$ cat src/rtl/rd73_frame_acc.sv
// rd73_frame_acc -- frame accumulator placed directly after the rd73 7-input
// ones-counter.
//
// Each weight (0..7) accepted on the valid/ready input is added into a running
// frame sum. The block also tracks the frame maximum and compares the sum
// against a threshold. Every FRAME_LEN weights, one registered result is
// presented on the valid/ready output. The next frame accumulates while the
// consumer has not yet taken the previous result. If a frame completes while
// the previous result is still waiting, the block stalls its input until the
// consumer takes that result.
//
// Parameters:
//   FRAME_LEN  weights per frame (2..255)
//   ACC_W      width of the frame sum; 7*FRAME_LEN must fit in ACC_W bits
//   THRESH     out_over threshold (0..7*FRAME_LEN)
//
// Ports:
//   clk        clock; all state updates on the rising edge
//   rst_n      synchronous active-low reset
//   clear      synchronous abort of the partial frame (outputs untouched)
//   in_valid   w_in carries a weight
//   in_ready   block accepts w_in this cycle (depends on state only)
//   w_in       3-bit weight from the ones-counter
//   out_valid  frame result valid
//   out_ready  consumer takes the result
//   out_sum    frame sum
//   out_max    largest weight in the frame
//   out_over   out_sum >= THRESH
//   frame_idx  number of frames delivered, wraps at 256
//   out_min    smallest weight in the frame (only with RD73_FRAME_MIN_EN)
//
// Optional feature macro: RD73_FRAME_MIN_EN adds frame-minimum tracking and
// the out_min port.
module rd73_frame_acc #(
  parameter int FRAME_LEN = 16,
  parameter int ACC_W     = 7,
  parameter int THRESH    = 56
) (
  input  logic             clk,
  input  logic             rst_n,
  input  logic             clear,
  input  logic             in_valid,
  output logic             in_ready,
  input  logic [2:0]       w_in,
  output logic             out_valid,
  input  logic             out_ready,
  output logic [ACC_W-1:0] out_sum,
  output logic [2:0]       out_max,
  output logic             out_over,
  output logic [7:0]       frame_idx
`ifdef RD73_FRAME_MIN_EN
  ,
  output logic [2:0]       out_min
`endif
);

  typedef enum logic {ACCUM, STALL} state_t;

  localparam logic [7:0] LAST_CNT = 8'(FRAME_LEN - 1);

  function automatic logic [2:0] max3(input logic [2:0] a, input logic [2:0] b);
    return (a > b) ? a : b;
  endfunction

  function automatic logic [2:0] min3(input logic [2:0] a, input logic [2:0] b);
    return (a < b) ? a : b;
  endfunction

  // The threshold is applied to the complete frame sum, never to a partial acc.
  function automatic logic over_thr(input logic [ACC_W-1:0] s);
    return s >= ACC_W'(THRESH);
  endfunction

  state_t           state, state_nxt;

  logic [ACC_W-1:0] acc_p0;
  logic [2:0]       mx_p0;
  logic [7:0]       cnt_p0;

  logic [ACC_W-1:0] sum_p1;
  logic [2:0]       max_p1;
  logic             over_p1;
  logic             vld_p1;
  logic [7:0]       idx_p1;

  logic [ACC_W-1:0] sum_nxt;
  logic [2:0]       mx_nxt;
  logic             last;
  logic             out_xfer;

  // Control decodes produced by the FSM
  logic             step;     // fold a non-final sample and advance cnt
  logic             fold;     // fold the final sample and hold it (enter STALL)
  logic             wipe;     // return acc/mx/cnt to their empty-frame values
  logic             load_in;  // load outputs from acc + w_in (final sample)
  logic             load_acc; // load outputs from the completed acc (leaving STALL)

`ifdef RD73_FRAME_MIN_EN
  logic [2:0]       mn_p0;
  logic [2:0]       min_p1;
  logic [2:0]       mn_nxt;
  assign mn_nxt = min3(mn_p0, w_in);
`endif

  assign sum_nxt  = acc_p0 + ACC_W'(w_in);
  assign mx_nxt   = max3(mx_p0, w_in);
  assign last     = (cnt_p0 == LAST_CNT);
  assign out_xfer = vld_p1 && out_ready;

  always_ff @(posedge clk) begin
    if (!rst_n) state <= ACCUM;
    else        state <= state_nxt;
  end

  // in_ready is decoded from the state alone, and it is also low during reset.
  // While in ACCUM, an input transfer is therefore just in_valid.
  always_comb begin
    state_nxt = state;
    in_ready  = 1'b0;
    step      = 1'b0;
    fold      = 1'b0;
    wipe      = 1'b0;
    load_in   = 1'b0;
    load_acc  = 1'b0;
    case (state)
      ACCUM: begin
        in_ready = rst_n;
        if (clear) begin
          wipe = 1'b1;
        end else if (in_valid) begin
          if (!last) begin
            step = 1'b1;
          end else if (!vld_p1 || out_ready) begin
            load_in = 1'b1;
            wipe    = 1'b1;
          end else begin
            fold      = 1'b1;
            state_nxt = STALL;
          end
        end
      end
      STALL: begin
        if (clear) begin
          wipe      = 1'b1;
          state_nxt = ACCUM;
        end else if (out_ready) begin
          load_acc  = 1'b1;
          wipe      = 1'b1;
          state_nxt = ACCUM;
        end
      end
      default: state_nxt = ACCUM;
    endcase
  end

  // ---- stage p0: frame accumulation ----
  always_ff @(posedge clk) begin
    if (!rst_n || wipe) begin
      acc_p0 <= '0;
      mx_p0  <= '0;
      cnt_p0 <= '0;
    end else if (step || fold) begin
      acc_p0 <= sum_nxt;
      mx_p0  <= mx_nxt;
      // On the final sample cnt stays at FRAME_LEN-1 while the frame waits.
      if (step) cnt_p0 <= cnt_p0 + 8'd1;
    end
  end

`ifdef RD73_FRAME_MIN_EN
  always_ff @(posedge clk) begin
    if (!rst_n || wipe)    mn_p0 <= 3'd7;
    else if (step || fold) mn_p0 <= mn_nxt;
  end
`endif

  // ---- stage p1: registered frame result ----
  always_ff @(posedge clk) begin
    if (!rst_n) begin
      sum_p1  <= '0;
      max_p1  <= '0;
      over_p1 <= 1'b0;
      vld_p1  <= 1'b0;
      idx_p1  <= '0;
    end else begin
      if (load_in) begin
        sum_p1  <= sum_nxt;
        max_p1  <= mx_nxt;
        over_p1 <= over_thr(sum_nxt);
        vld_p1  <= 1'b1;
      end else if (load_acc) begin
        sum_p1  <= acc_p0;
        max_p1  <= mx_p0;
        over_p1 <= over_thr(acc_p0);
        vld_p1  <= 1'b1;
      end else if (out_xfer) begin
        vld_p1  <= 1'b0;
      end
      if (out_xfer) idx_p1 <= idx_p1 + 8'd1;
    end
  end

`ifdef RD73_FRAME_MIN_EN
  always_ff @(posedge clk) begin
    if (!rst_n)        min_p1 <= '0;
    else if (load_in)  min_p1 <= mn_nxt;
    else if (load_acc) min_p1 <= mn_p0;
  end
  assign out_min = min_p1;
`endif

  assign out_sum   = sum_p1;
  assign out_max   = max_p1;
  assign out_over  = over_p1;
  assign out_valid = vld_p1;
  assign frame_idx = idx_p1;

endmodule

$ cat config.mk
export PLATFORM = sky130hd
export DESIGN_NAME = rd73_frame_acc
export DESIGN_NICKNAME = d
export VERILOG_FILES = /design/src/rtl/rd73_frame_acc.sv
export SDC_FILE = /design/constraint.sdc
export NUM_CORES = 1
export LEC_CHECK = 0
export CORE_MARGIN = 4
export CORE_UTILIZATION = 40
export CTS_CLUSTER_DIAMETER = 40
export CTS_CLUSTER_SIZE = 12
export DETAILED_ROUTE_END_ITERATION = 6
export GPL_TIMING_DRIVEN = 0
export MAX_ROUTING_LAYER = met4
export PLACE_DENSITY = 0.76
export SLEW_MARGIN = 20
export SYNTH_ARGS = -nofsm -noshare
export SYNTH_HDL_FRONTEND = slang
export SYNTH_SLANG_ARGS = --single-unit
$ cat constraint.sdc
create_clock -name clk -period 2.1 [get_ports clk]
set_clock_uncertainty 0.2 [all_clocks]
set_input_delay 0.42 -clock clk [delete_from_list [all_inputs] [get_ports clk]]
set_output_delay 0.42 -clock clk [all_outputs]
set_load 0.05 [all_outputs]
==> key figures <==
Placed design
  – Post-place instance area: 0.00234 mm^2
  – Placed insts: 324
  – GP Congestion: 0.789
  – IO Port Bufs: 27
  – HPWL after DPL: 3070 um

Critical path
  – Crit-path max cell delay: 0.53 ns
  – Crit end category: flop
  – Startpoint Class: flop
  – Slowest CP cell: or4_4
  – CP Max Fanout: 4
  – Data arrival, critical path: 2.28 ns
  – CP Cell Sequence: or4_4, or4_4, buf_6, o21ai_4, buf_6, nor2_1, a311oi_1
  – Critical Path RT: 2.10 ns
  – Critical path class: reg2reg

Status
  – Violated checks: negative setup slack
  – Status: complete, but fails checks

Synthesis
  – Post-Synthesis Net Count: 247
  – Xor-xnor portion of the synthesized cell area: 9.77%
  – Synth Instances: 230
  – Largest family of logic cells by synthesized area: simple AND/OR/NAND/NOR gates
  – FFs w/ async S/R, synth: 0%
  – EDFF count, synth: 0
  – Yosys warning count: 0
  – Adder-cell share of the synthesized area: 6.09%
  – Most used DFF post-synth: dfxtp_1
  – Post-synthesis compound-gate area fraction: 16.6%
  – Post-synthesis mux area share: 0%
  – Syn_area_per_cell: 8.58 um^2
  – Seq/Total Area, Yosys: 39.6%
  – Post-synth cell types: 42
  – Post-synth design cell area: 0.00197 mm^2
  – Simple-gate share of the synthesized area: 22.7%
  – Synthesized flop and latch total: 39

STA
  – Final period utilization: 108%
  – Fin. Hold Viols: 0
  – Worst slew pin tran: 0.571 ns
  – Final worst slack: -0.178 ns
  – RSZ-0062 raised after global routing: true
  – Slew headroom: 61.9%
  – Fmax: 439 MHz
  – Final Hold Slack: 0.173 ns
  – Setup violators final: 30
  – Post-route minimum period: 2.28 ns
  – Final TNS setup: -1.92 ns
  – Final slew viol count: 0

Min path
  – Hold crit path type: in2reg

Global route
  – GRT Residual Overflow: 0
  – First-pass GRT wire length: 8580 um
  – Largest net degree at the start of global routing: 14
  – Initial antenna violation count: 0
  – Vias in the first global route: 1792
  – Total track usage: 17.9%

Layout
  – Area grow syn2layout: 37.2%
  – # diodes: 0
  – Fin nets: 294
  – Share of cells above drive strength 1: 24.5%
  – Design area: 0.00271 mm^2
  – Final std cells w/o fill: 345

Clock network
  – Worst-path clk slew: 0.08 ns
  – Hold buffer count at CTS: 0
  – CTS max path bufs: 2
  – H-tree depth reported by CTS: 2
  – Latest clock arrival within the worst-skew pair: 0.30 ns
  – CTS sink cnt: 39
  – CTS root buf: clkbuf_8
  – CTS tree: built
  – Num CTS Buffers: 5

Routing
  – DRT Wirelength: 5190 um
  – DRC viols: 0
  – Vias per cell: 5.26
  – Detailed Route Iter0 Violations: 149
  – DR pass1 iterations: 4
  – Routed vias: 1815
  – WL/cell: 15.0 um
  – ANT nets after route: 0

Floorplanning
  – Boundary pin count: 29
  – Die Y: 78.2 um
  – Die ar.: 0.00612 mm^2
  – DIE WIDTH: 78.2 um
  – # rows: 25
  – Core area: 0.00475 mm^2
  – Starting Density: 41.5%

Job
  – Max-Cap Viols: 0

Power and ir drop
  – Leak: 1.12 nW
  – PD cells: 506 mW/mm^2
  – Maximum VDD drop: 223 uV
  – Total power: 1.37 mW
-- logic make-up (layout without fill, tap and decap cells) --
| logic type | Yosys count | in the layout |
|---|---|---|
| xor+xnor | 22 | 22 |
| simple gates | 89 | 89 |
| compound gates | 53 | 53 |
| flops | 39 | 39 |
| buf+inv | 18 | 66 |
| fa+ha+maj | 9 | 9 |
-- cell usage in the layout, fill, tap and decap left out, drive strengths merged, types with 4 or more instances in the layout --
cell           instances
o21ai                 19
xor2                   7
nand2                 16
inv                   10
dlymetal6s2s           8
nand3                 14
xnor2                 15
dfxtp                 39
a21oi                 15
and3                   4
clkbuf                 8
buf                   19
dlygate4sd2           10
nor2                  34
a31oi                  5
ha                     8
clkdlybuf4s50          5
-- power by group --
| part | switching (mW) | internal (mW) | leakage, nW |
|---|---|---|---|
| Clock | 0.288 | 0.231 | 0.0402 |
| Combinational | 0.0639 | 0.0414 | 0.765 |
| Sequential | 0.00397 | 0.742 | 0.317 |
| Total | 0.356 | 1.02 | 1.12 |
-- sequential cells by signal (all words and copies together) (netlist names) --
name       flops
cnt_p0         8
frame_idx      8
acc_p0         7
out_sum        7
mx_p0          3
out_max        3
out_over       1
out_valid      1
state          1
-- final cells by class --
class	instances	area, um^2
Fill cell	417	2050
Multi-Input combinational cell	173	1230
Sequential cell	39	787
Timing Repair Buffer	41	412
Tap cell	67	83.8
Clock buffer	5	68.8
Buffer	7	68.8
Inverter	10	37.5
Clock inverter	3	20.0
-- worst max-delay path: cells and delay by family (launching register included) --
kind | cells | cell delay [ns]
AO/OA/AOI/OAI | 2 | 0.32
AND/OR/NAND/NOR | 3 | 1.03
flip-flops | 1 | 0.33
buffers and inverters | 2 | 0.29
-- what timing repair did --
action / 4_1_cts / 5_1_grt
hold endpoints to repair: 0 / 0
buffers inserted: 10 / 3
gates resized for setup: 57 / 26
endpoints found under the setup margin: 38 / 35
gates cloned: 1 / 0
pin swaps: 22 / 7
-- synthesized netlist by cell type (all sizes together), types with 3 or more instances --
master / count / area share, %
a31oi: 5 / 1.6
nand2: 16 / 3.0
or4: 3 / 1.5
o21ai: 19 / 5.0
ha: 8 / 5.1
inv: 10 / 1.9
buf: 5 / 2.7
dfxtp: 39 / 40
xnor2: 15 / 6.7
nand4: 3 / 0.95
xor2: 7 / 3.1
clkbuf: 3 / 0.76
and3: 4 / 1.4
a21oi: 15 / 3.8
nor3: 3 / 1.3
nor4: 3 / 0.95
a211oi: 3 / 1.4
nand3: 14 / 3.6
nor2: 34 / 6.5
-- metrics by stage --
step                      util [%]  setup slack, ns
final                         56.9           -0.178
after global routing          56.9           -0.217
after CTS                     55.1           -0.133
after detailed placement      49.2           -0.950
after global placement        49.2           -0.925
after floorplan                  -           -0.126
-- metal layers --
layer	global-route usage, %	part of all wire (%)	routed length [um]
met5	-	0	0
met4	6.99	1.4	75
met3	4.59	6.0	312
met2	28.3	49	2530
met1	21.9	44	2270
-- path summary, 6_finish.rpt --
check                                    end    startpoint  cells after the start  slack (ns)
worst max register to register    out_sum[2]     cnt_p0[7]                      7       -0.18
worst min-delay path              out_max[0]         rst_n                      3        0.17
worst min register to register  frame_idx[1]  frame_idx[1]                      2        0.30
worst max-delay path              out_sum[2]     cnt_p0[7]                      7       -0.18
No activity file was read; power rests on OpenSTA's default activity.
